==> src/rtl/clk_div_pkg.sv <==
// Shared types and helpers for the programmable multi-channel clock divider.
package clk_div_pkg;

    // Width of the counter, divisor and high-time fields.
    localparam int CFG_W = 16;

    typedef struct packed {
        logic [CFG_W-1:0] div;
        logic [CFG_W-1:0] high;
    } clk_div_cfg_t;

    typedef enum logic {
        CH_IDLE,
        CH_RUN
    } ch_state_e;

    // Make a requested setting legal. The period is at least 2 cycles, and the
    // high time is capped at the period. A high time equal to the period gives
    // a constant 1, and a high time of 0 gives a constant 0.
    function automatic clk_div_cfg_t clamp_cfg(input clk_div_cfg_t req);
        clk_div_cfg_t res;
        res = req;
        if (res.div < CFG_W'(2)) begin
            res.div = CFG_W'(2);
        end
        if (res.high > res.div) begin
            res.high = res.div;
        end
        return res;
    endfunction

endpackage

==> src/rtl/clk_div_prog_if.sv <==
// Configuration port of the divider: a valid/ready write of one channel's settings.
interface clk_div_prog_if #(
    parameter int CH_W  = 2,
    parameter int CNT_W = 16
) ();

    logic             cfg_valid;
    logic             cfg_ready;
    logic [CH_W-1:0]  cfg_ch;
    logic [CNT_W-1:0] cfg_div;
    logic [CNT_W-1:0] cfg_high;

    modport master (
        output cfg_valid,
        output cfg_ch,
        output cfg_div,
        output cfg_high,
        input  cfg_ready
    );

    modport slave (
        input  cfg_valid,
        input  cfg_ch,
        input  cfg_div,
        input  cfg_high,
        output cfg_ready
    );

endinterface

==> src/rtl/clk_div_ch.sv <==
// One divider channel: IDLE/RUN FSM, period counter, shadow/active settings
// and registered clk_out/tick outputs.
module clk_div_ch
    import clk_div_pkg::*;
#(
    parameter logic [CFG_W-1:0] DEFAULT_DIV  = CFG_W'(10),
    parameter logic [CFG_W-1:0] DEFAULT_HIGH = CFG_W'(5)
) (
    input  logic         clk,
    input  logic         rst_n,
    input  logic         en,
    input  logic         sync,
    input  logic         cfg_wr,
    input  clk_div_cfg_t cfg_in,
    output logic         pending,
    output logic         clk_out,
    output logic         tick
);

    ch_state_e        state;
    logic [CFG_W-1:0] cnt;
    clk_div_cfg_t     active_cfg;
    clk_div_cfg_t     shadow_cfg;

    logic             run;
    logic             wrap;
    logic             advance;
    logic             apply;
    ch_state_e        state_nxt;
    logic [CFG_W-1:0] cnt_nxt;
    clk_div_cfg_t     cfg_nxt;

    // Next-state decode. The priority is en=0, then sync, then wrap, then increment.
    always_comb begin
        // NOTE: every output of this block gets a default first, so no path leaves one unassigned and infers a latch.
        run       = (state == CH_RUN);
        wrap      = run && (cnt == active_cfg.div - CFG_W'(1));
        // The only cycle that keeps the current period running is a plain increment.
        advance   = run && en && !sync && !wrap;
        // A pending setting is applied at every period boundary and in every IDLE cycle.
        apply     = pending && !advance;
        state_nxt = en ? CH_RUN : CH_IDLE;
        cnt_nxt   = '0;
        if (advance) begin
            cnt_nxt = cnt + CFG_W'(1);
        end
        cfg_nxt   = apply ? shadow_cfg : active_cfg;
    end

    // State, counter, settings and outputs. The outputs are computed from the
    // next state so that they line up with the counter value they describe.
    always_ff @(posedge clk or negedge rst_n) begin
        if (!rst_n) begin
            state      <= CH_IDLE;
            cnt        <= '0;
            active_cfg <= '{div: DEFAULT_DIV, high: DEFAULT_HIGH};
            // NOTE: the shadow register is reset on purpose. A reset discards a pending write and falls back to the defaults.
            shadow_cfg <= '{div: DEFAULT_DIV, high: DEFAULT_HIGH};
            pending    <= 1'b0;
            clk_out    <= 1'b0;
            tick       <= 1'b0;
        end else begin
            // NOTE: non-blocking assignments, so every register samples the pre-edge values of the others.
            state      <= state_nxt;
            cnt        <= cnt_nxt;
            active_cfg <= cfg_nxt;
            clk_out    <= en && (cnt_nxt < cfg_nxt.high);
            tick       <= en && !(run && sync) && (cnt_nxt == cfg_nxt.div - CFG_W'(1));
            // cfg_wr needs !pending and apply needs pending, so the two never coincide.
            // A write that lands on a boundary therefore waits for the next boundary.
            if (cfg_wr) begin
                shadow_cfg <= clamp_cfg(cfg_in);
                pending    <= 1'b1;
            end else if (apply) begin
                pending    <= 1'b0;
            end
        end
    end

endmodule

==> src/rtl/clk_div_prog.sv <==
// Multi-channel programmable clock divider: config demux, ready mux, sync
// fan-out and one clk_div_ch per channel.
module clk_div_prog
    import clk_div_pkg::*;
#(
    parameter int NUM_CH       = 4,
    parameter int CNT_W        = CFG_W,
    parameter int DEFAULT_DIV  = 10,
    parameter int DEFAULT_HIGH = 5,
    parameter int CH_W         = (NUM_CH > 1) ? $clog2(NUM_CH) : 1
) (
    input  logic              clk,
    input  logic              rst_n,
    input  logic [NUM_CH-1:0] en,
    input  logic              sync,
    clk_div_prog_if.slave     cfg,
    output logic [NUM_CH-1:0] clk_out,
    output logic [NUM_CH-1:0] tick
);

    logic [CH_W-1:0]   ch_sel;
    logic [CNT_W-1:0]  div_in;
    logic [CNT_W-1:0]  high_in;
    clk_div_cfg_t      cfg_word;
    logic [NUM_CH-1:0] pending;
    logic [NUM_CH-1:0] wr;

    assign ch_sel   = cfg.cfg_ch;
    assign div_in   = cfg.cfg_div;
    assign high_in  = cfg.cfg_high;
    assign cfg_word = '{div: CFG_W'(div_in), high: CFG_W'(high_in)};

    // Ready reflects the selected channel's pending flag. A write strobe goes
    // only to that channel. A channel number beyond NUM_CH reports ready, and
    // the write is dropped.
    always_comb begin
        cfg.cfg_ready = 1'b1;
        wr            = '0;
        for (int i = 0; i < NUM_CH; i++) begin
            if (ch_sel == CH_W'(i)) begin
                cfg.cfg_ready = !pending[i];
                wr[i]         = cfg.cfg_valid && !pending[i];
            end
        end
    end

    for (genvar g = 0; g < NUM_CH; g++) begin : g_ch
        clk_div_ch #(
            .DEFAULT_DIV  (CFG_W'(DEFAULT_DIV)),
            .DEFAULT_HIGH (CFG_W'(DEFAULT_HIGH))
        ) u_ch (
            .clk     (clk),
            .rst_n   (rst_n),
            .en      (en[g]),
            .sync    (sync),
            .cfg_wr  (wr[g]),
            .cfg_in  (cfg_word),
            .pending (pending[g]),
            .clk_out (clk_out[g]),
            .tick    (tick[g])
        );
    end

endmodule
==> src/flat_wrapper.sv <==
// flat-port wrapper written by rule: the top's interface ports become plain ports
module clk_div_prog_flat import clk_div_pkg::*;
#(
    parameter int NUM_CH       = 4,
    parameter int CNT_W        = CFG_W,
    parameter int DEFAULT_DIV  = 10,
    parameter int DEFAULT_HIGH = 5,
    parameter int CH_W         = (NUM_CH > 1) ? $clog2(NUM_CH) : 1
)
  (clk, rst_n, en, sync, clk_out, tick, cfg_cfg_valid, cfg_cfg_ch, cfg_cfg_div, cfg_cfg_high, cfg_cfg_ready);
  clk_div_prog_if #(.CH_W(CH_W), .CNT_W(CNT_W)) cfg_i ();
  input  logic clk;
  input  logic rst_n;
  input  logic [NUM_CH-1:0] en;
  input  logic sync;
  output logic [NUM_CH-1:0] clk_out;
  output logic [NUM_CH-1:0] tick;
  input wire logic [$bits(cfg_i.cfg_valid)-1:0] cfg_cfg_valid;
  input wire logic [$bits(cfg_i.cfg_ch)-1:0] cfg_cfg_ch;
  input wire logic [$bits(cfg_i.cfg_div)-1:0] cfg_cfg_div;
  input wire logic [$bits(cfg_i.cfg_high)-1:0] cfg_cfg_high;
  output wire logic [$bits(cfg_i.cfg_ready)-1:0] cfg_cfg_ready;
  assign cfg_i.cfg_valid = cfg_cfg_valid;
  assign cfg_i.cfg_ch = cfg_cfg_ch;
  assign cfg_i.cfg_div = cfg_cfg_div;
  assign cfg_i.cfg_high = cfg_cfg_high;
  assign cfg_cfg_ready = cfg_i.cfg_ready;
  clk_div_prog #(.NUM_CH(NUM_CH), .CNT_W(CNT_W), .DEFAULT_DIV(DEFAULT_DIV), .DEFAULT_HIGH(DEFAULT_HIGH), .CH_W(CH_W)) u_core (.clk(clk), .rst_n(rst_n), .en(en), .sync(sync), .cfg(cfg_i), .clk_out(clk_out), .tick(tick));
endmodule
==> config.mk <==
export PLATFORM = sky130hd
export DESIGN_NAME = clk_div_prog_flat
export DESIGN_NICKNAME = d
export VERILOG_FILES = /design/src/rtl/clk_div_pkg.sv /design/src/rtl/clk_div_prog_if.sv /design/src/rtl/clk_div_ch.sv /design/src/rtl/clk_div_prog.sv /design/src/flat_wrapper.sv
export SDC_FILE = /design/constraint.sdc
export NUM_CORES = 1
export LEC_CHECK = 0
export ABC_AREA = 1
export BUFFER_PORTS_ARGS = -buffer_cell sky130_fd_sc_hd__buf_2
export CORE_MARGIN = 2
export CORE_UTILIZATION = 60
export CTS_CLUSTER_DIAMETER = 150
export DETAILED_ROUTE_END_ITERATION = 8
export PLACE_DENSITY_LB_ADDON = 0.05
export SLEW_MARGIN = 20
export SYNTH_ARGS = -nofsm -noshare
export SYNTH_HDL_FRONTEND = slang
export SYNTH_SLANG_ARGS = --single-unit
==> constraint.sdc <==
create_clock -name clk -period 4.66 [get_ports clk]
set_input_delay 0.932 -clock clk [delete_from_list [all_inputs] [get_ports clk]]
set_output_delay 0.932 -clock clk [all_outputs]
set_load 0.005 [all_outputs]
After elaboration in Yosys (flattened, before gate mapping)
Index checks and enable logic that the tools add are counted.

Bits in registers: 336. Input bits: 42. Output and inout port bits: 9. Word-level logic and storage cells: 167.

Add/subtract/negate cells: 12. $lt $le $gt $ge: 9. Equal/unequal tests: 11. Muxes and demuxes: 37. Reductions and logical operators: 62.

Operators by type and width (number): $mux W16 (13); $eq A16 B16 Y1 (8); $mux W32 (4); $sub A16 B1 Y16 const B (8); $add A16 B1 Y16 const B (4); $gt A16 B16 Y1 (4); $lt A16 B16 Y1 (4); $logic_and A1 B1 Y1 (40); $mux W1 (20); $logic_not A1 Y1 (17); $lt A16 B2 Y1 const B (1); $reduce_bool A2 Y1 (4); $eq A2 B2 Y1 const B (2); $eq A2 B1 Y1 const B (1); $logic_not A2 Y1 (1).

Logic depth before layout (Yosys ltp)
Depth in word-level cells: 11. Depth in mapped cells: 32.

Modules after synthesis
From an unflattened synthesis, not the netlist that was laid out.

Cells, all modules: 3338. Area, all modules: 23312.4 um^2.

By module, submodules not included: clk_div_ch at u_core.g_ch[0].u_ch ... (times used 3, cells each 822, area each 5783.0 um^2, sequential area each 2112.0 um^2); clk_div_ch at u_core.g_ch[3].u_ch (times used 1, cells each 851, area each 5880.6 um^2, sequential area each 2112.0 um^2); clk_div_prog (times used 1, cells each 21, area each 82.6 um^2, sequential area each 0.0 um^2).

Least setup slack after synthesis
No wires, ideal clock.

Kind: register -> register. Start: register u_core.g_ch[0].u_ch.active_cfg[17] in the netlist's numbering. End: register u_core.g_ch[0].u_ch.clk_out. Arrival time: 3.250 ns. Required time: 4.583 ns. Slack: 1.333 ns. Cell stages (with the launch flop): 25. Path through: dfstp_2 inv_1 ha_1 nand2_2 nand2_1 nand2_1 nor2_1 nor2_1 nand3b_1 nor2_2 nand3_2 nand2_4 nand2_4 inv_1 buf_2 clkbuf_1 or2_2 o21ai_0 ha_1 a21oi_1 nor2_1 a211oi_1 o21a_1 o21ai_0 a21oi_1.

Cells in the longest elaborated chain, start to end: 10. Elaborated cells on any way between the ends: 11. Those cells by class: add/sub (1); order compare (1); eq/ne (1); mux (2); reduce/logical (6).

Ends and longest elaborated chain: from (decl) (line clk_div_ch.sv:22) `clk_div_cfg_t active_cfg;`; from (signal assigned) (line clk_div_ch.sv:56) `active_cfg <= '{div: DEFAULT_DIV, high: DEFAULT_HIGH};`; from (signal assigned) (line clk_div_ch.sv:66) `active_cfg <= cfg_nxt;`; $sub A16 B1 Y16 (*) (line clk_div_ch.sv:37) `wrap = run && (cnt == active_cfg.div - CFG_W'(1));`; $eq A16 B16 Y1 (*) (line clk_div_ch.sv:37); $logic_and A1 B1 Y1 (*) (line clk_div_ch.sv:37); $logic_not A1 Y1 (*) (line clk_div_ch.sv:39) `advance = run && en && !sync && !wrap;`; $logic_and A1 B1 Y1 (*) (line clk_div_ch.sv:39); $logic_not A1 Y1 (line clk_div_ch.sv:41) `apply = pending && !advance;`; $logic_and A1 B1 Y1 (line clk_div_ch.sv:41); $mux W32 (line clk_div_ch.sv:47) `cfg_nxt = apply ? shadow_cfg : active_cfg;`; $lt A16 B16 Y1 (*) (line clk_div_ch.sv:67) `clk_out <= en && (cnt_nxt < cfg_nxt.high);`; $logic_and A1 B1 Y1 (*) (line clk_div_ch.sv:67); to (signal assigned) (line clk_div_ch.sv:67); to (decl) (line clk_div_ch.sv:16) `output logic clk_out,`.

Every way passes the cells marked *; elsewhere a longest branch is shown, timed or not. A chain may end at the register's enable or synchronous reset.

Final worst setup path
Start: register u_core.g_ch[0].u_ch.active_cfg[16] in the netlist's numbering. End: register u_core.g_ch[0].u_ch.clk_out.

Same word-level chain as after synthesis.

==> out/results.ini <==
[cts]
cts_resized = 0
h-tree-depth = 2
cts_tree = built
clk_path_buf_depth = 3
clock_latency_ns = 0.54
cts_inserted_buffers = 39
cts_hold_buf = 0
cts.sinks = 336
post_cts_buffers = 0
root_buffer = clkbuf_16
clkTransAtPathRegs_ns = 0.06

[setup_path]
crit_top_cell = nand2_1
crit_buf_inv = 4
cp_top_family = simple AND/OR/NAND/NOR gates
cp_max_fo = 22
worstPathRequired_ns = 5.11
cp.arrival_ns = 4.58
cp-end-kind = flop
crit_slowest_cell = dfrtp_1
worstPathCellList = inv_2 -> ha_1 -> nand2_2 -> nor2_4 -> nand2_1 -> nand2_1 -> nand2_1 -> inv_1 -> nand2_1 -> nor2_1 -> nand3_2 -> nand2_4 -> nand2_4 -> inv_1 -> buf_4 -> or2_2 -> o21ai_0 -> ha_1 -> nand2_1 -> nor2_1 -> a211oi_1 -> o21a_1 -> o21ai_0 -> a21oi_1
critPathKind = reg -> reg
max_stage_delay_ns = 0.42
start_kind = flop

[grt]
use_met2 = 0.545
grt_first_pass_wirelength_mm = 97.4
use_met1 = 0.472
grt_max_degree = 88
busiest_layer = met2
antenna_found_initial = 4
grt_pass1_vias = 18386
grt_overflow_total = 0
grt_use_met3 = 0.0568
grt_usage = 0.339

[synthesis]
syn_area_sq_mm = 0.0212
synth_top_area_cell = dfrtp_1
synthCells = 2904
yosysWarnings = 0
yosysSeqAreaShare = 0.398
netlist_top_cells_area = dfrtp_1, nand2_1, inv_1, o21ai_0, ha_1
synth.avg_cell_area_sq_um = 7.31
synth_top_area_frac = 0.358
synth-seq-cells = 336
synth_fp_nets = 3034
synth_cell_types = 48

[detailed_routing]
post_drt_wl_per_cell_um = 17.7
drcViolationCount = 0
num_vias = 19005
wl_mm = 60.5
ant_nets = 0
avgViaCountPerCell = 5.54
drt_iter0_drc = 1607
first_pass_iters = 6

[pwr]
ir_drop_mv = 0.304
p_leak_uw = 0.0119
p_total_uw = 10100
powerDensity_mw_per_mm2 = 436

[final_layout]
n_fill_cell = 3044
nets = 3072
post-route-util = 0.666
final_common_cell = nand2_1
syn2layout_area_growth_pct = 8.90
layout-drive-gt1-share = 0.121
final_cell_mix = nand2_1, inv_1, dfrtp_1, nor2_1, o21ai_0

[timing]
fmax_ghz = 0.242
finalSetupTns_ns = 0
setup_viol = 0
slew-limit-headroom = 0.315
period_needed_ns = 4.13
fin_crit_sh = 0.886
finalHoldViolations = 0
rsz0062_at_grt = no
clock_skew_ns = 0.0121
worst_slack_ns = 0.529
worstMarginPinSlew_ns = 1.03
holdWs_ns = 0.405
maxSlewViolCount = 0

[floorplanning]
die_area_sq_mm = 0.0369
num_rows = 68
core_sq_mm = 0.0347
initial_utilization = 0.612
die_w_um = 192
fp.dieH_um = 192
io_pins = 51

[placed_design]
gp_congestion = 0.931
dpl.hpwl_mm = 45.7
portBuffers = 50
pre_cts_slack_ns = 0.538

[status]
outcome = finished clean

[flow_run]
drv_cap = 0

[worst_hold_path]
min_path_type = in -> async

where the power goes:
part,leakage (uW),internal [uW],switching (uW)
Clock,0.000620,1860,1260
Sequential,0.00415,3500,468
Combinational,0.00713,1060,1930
through the flow:
| stage | instances | cell area, sq um |
|---|---|---|
| floorplan | 2904 | 21200 |
| global placement | 3356 | 21800 |
| detailed placement | 3356 | 21800 |
| CTS | 3427 | 23100 |
| global route | 3427 | 23100 |
| finish | 3428 | 23100 |
cell families (layout without fill, tap and decap cells):
logic type               after synthesis  count (layout)  synth area share
AO/OA/AOI/OAI                        325             325            0.0812
XOR/XNOR                              91              91            0.0412
adder cells (fa/ha/maj)               88              88            0.0518
buffers and inverters                452             520            0.0873
flip-flops                           336             336             0.398
other                                  0               1                 0
AND/OR/NAND/NOR                     1612            1612             0.341
state kept, by name, indices dropped and copies added, names as in the netlist:
register                     flops
u_core.g_ch.u_ch.cnt            64
u_core.g_ch.u_ch.active_cfg    128
u_core.g_ch.u_ch.run             4
u_core.g_ch.u_ch.shadow_cfg    128
u_core.g_ch.u_ch.pending         4
u_core.g_ch.u_ch.clk_out         4
u_core.g_ch.u_ch.tick            4
routing by layer:
layer	routed length (um)	vias up
met5	20	-
met4	1700	4
met3	4110	99
met2	27600	599
met1	27100	9028
li1	-	9275
cell usage after synthesis (all sizes together):
cell and count:
xnor2 44, xor2 42, nor2 312, o21ai 254
or3 1, xnor3 3, xor3 2, a21boi 1
nand4 36, a31oi 1, dfstp 32, o211ai 3
and3 2, dfrtp 304, a211oi 14, nor4 8
o21a 3, nand3b 41, o221ai 3, or2 62
nor3 23, buf 34, clkbuf 42, ha 88
clkinv 5, nor3b 3, o21bai 3, nand3 217
a21oi 42, a21o 1, inv 371, nand2 907
path summary, 6_finish.rpt:
path / from / end / slack, ns / depth (start not counted)
min in group clk: u_core.g_ch[3].u_ch.active_cfg[0]$_DFF_PN1_ / u_core.g_ch[3].u_ch.active_cfg[0]$_DFF_PN1_ / 0.48 / 2
max reg2reg: u_core.g_ch[0].u_ch.active_cfg[16]$_DFF_PN0_ / u_core.g_ch[0].u_ch.clk_out$_DFF_PN0_ / 0.53 / 24
max in group asynchronous: rst_n / u_core.g_ch[2].u_ch.active_cfg[2]$_DFF_PN1_ / 3.23 / 2
min: rst_n / u_core.g_ch[3].u_ch.cnt[12]$_DFF_PN0_ / 0.40 / 1
max: u_core.g_ch[0].u_ch.active_cfg[16]$_DFF_PN0_ / u_core.g_ch[0].u_ch.clk_out$_DFF_PN0_ / 0.53 / 24
min reg2reg: u_core.g_ch[3].u_ch.active_cfg[0]$_DFF_PN1_ / u_core.g_ch[3].u_ch.active_cfg[0]$_DFF_PN1_ / 0.48 / 2
area by class of cell:
cell class	count	area [sq um]	share of cell area
antenna	1	2.50	0.000108
timing repair buffer	73	458	0.0198
clock inverter	15	169	0.00730
inverter	376	1410	0.0610
multi-input combinational	2116	10900	0.473
clock buffer	56	1130	0.0490
sequential	336	8450	0.365
tap	455	569	0.0246
Power figures use the tool's default switching activity.
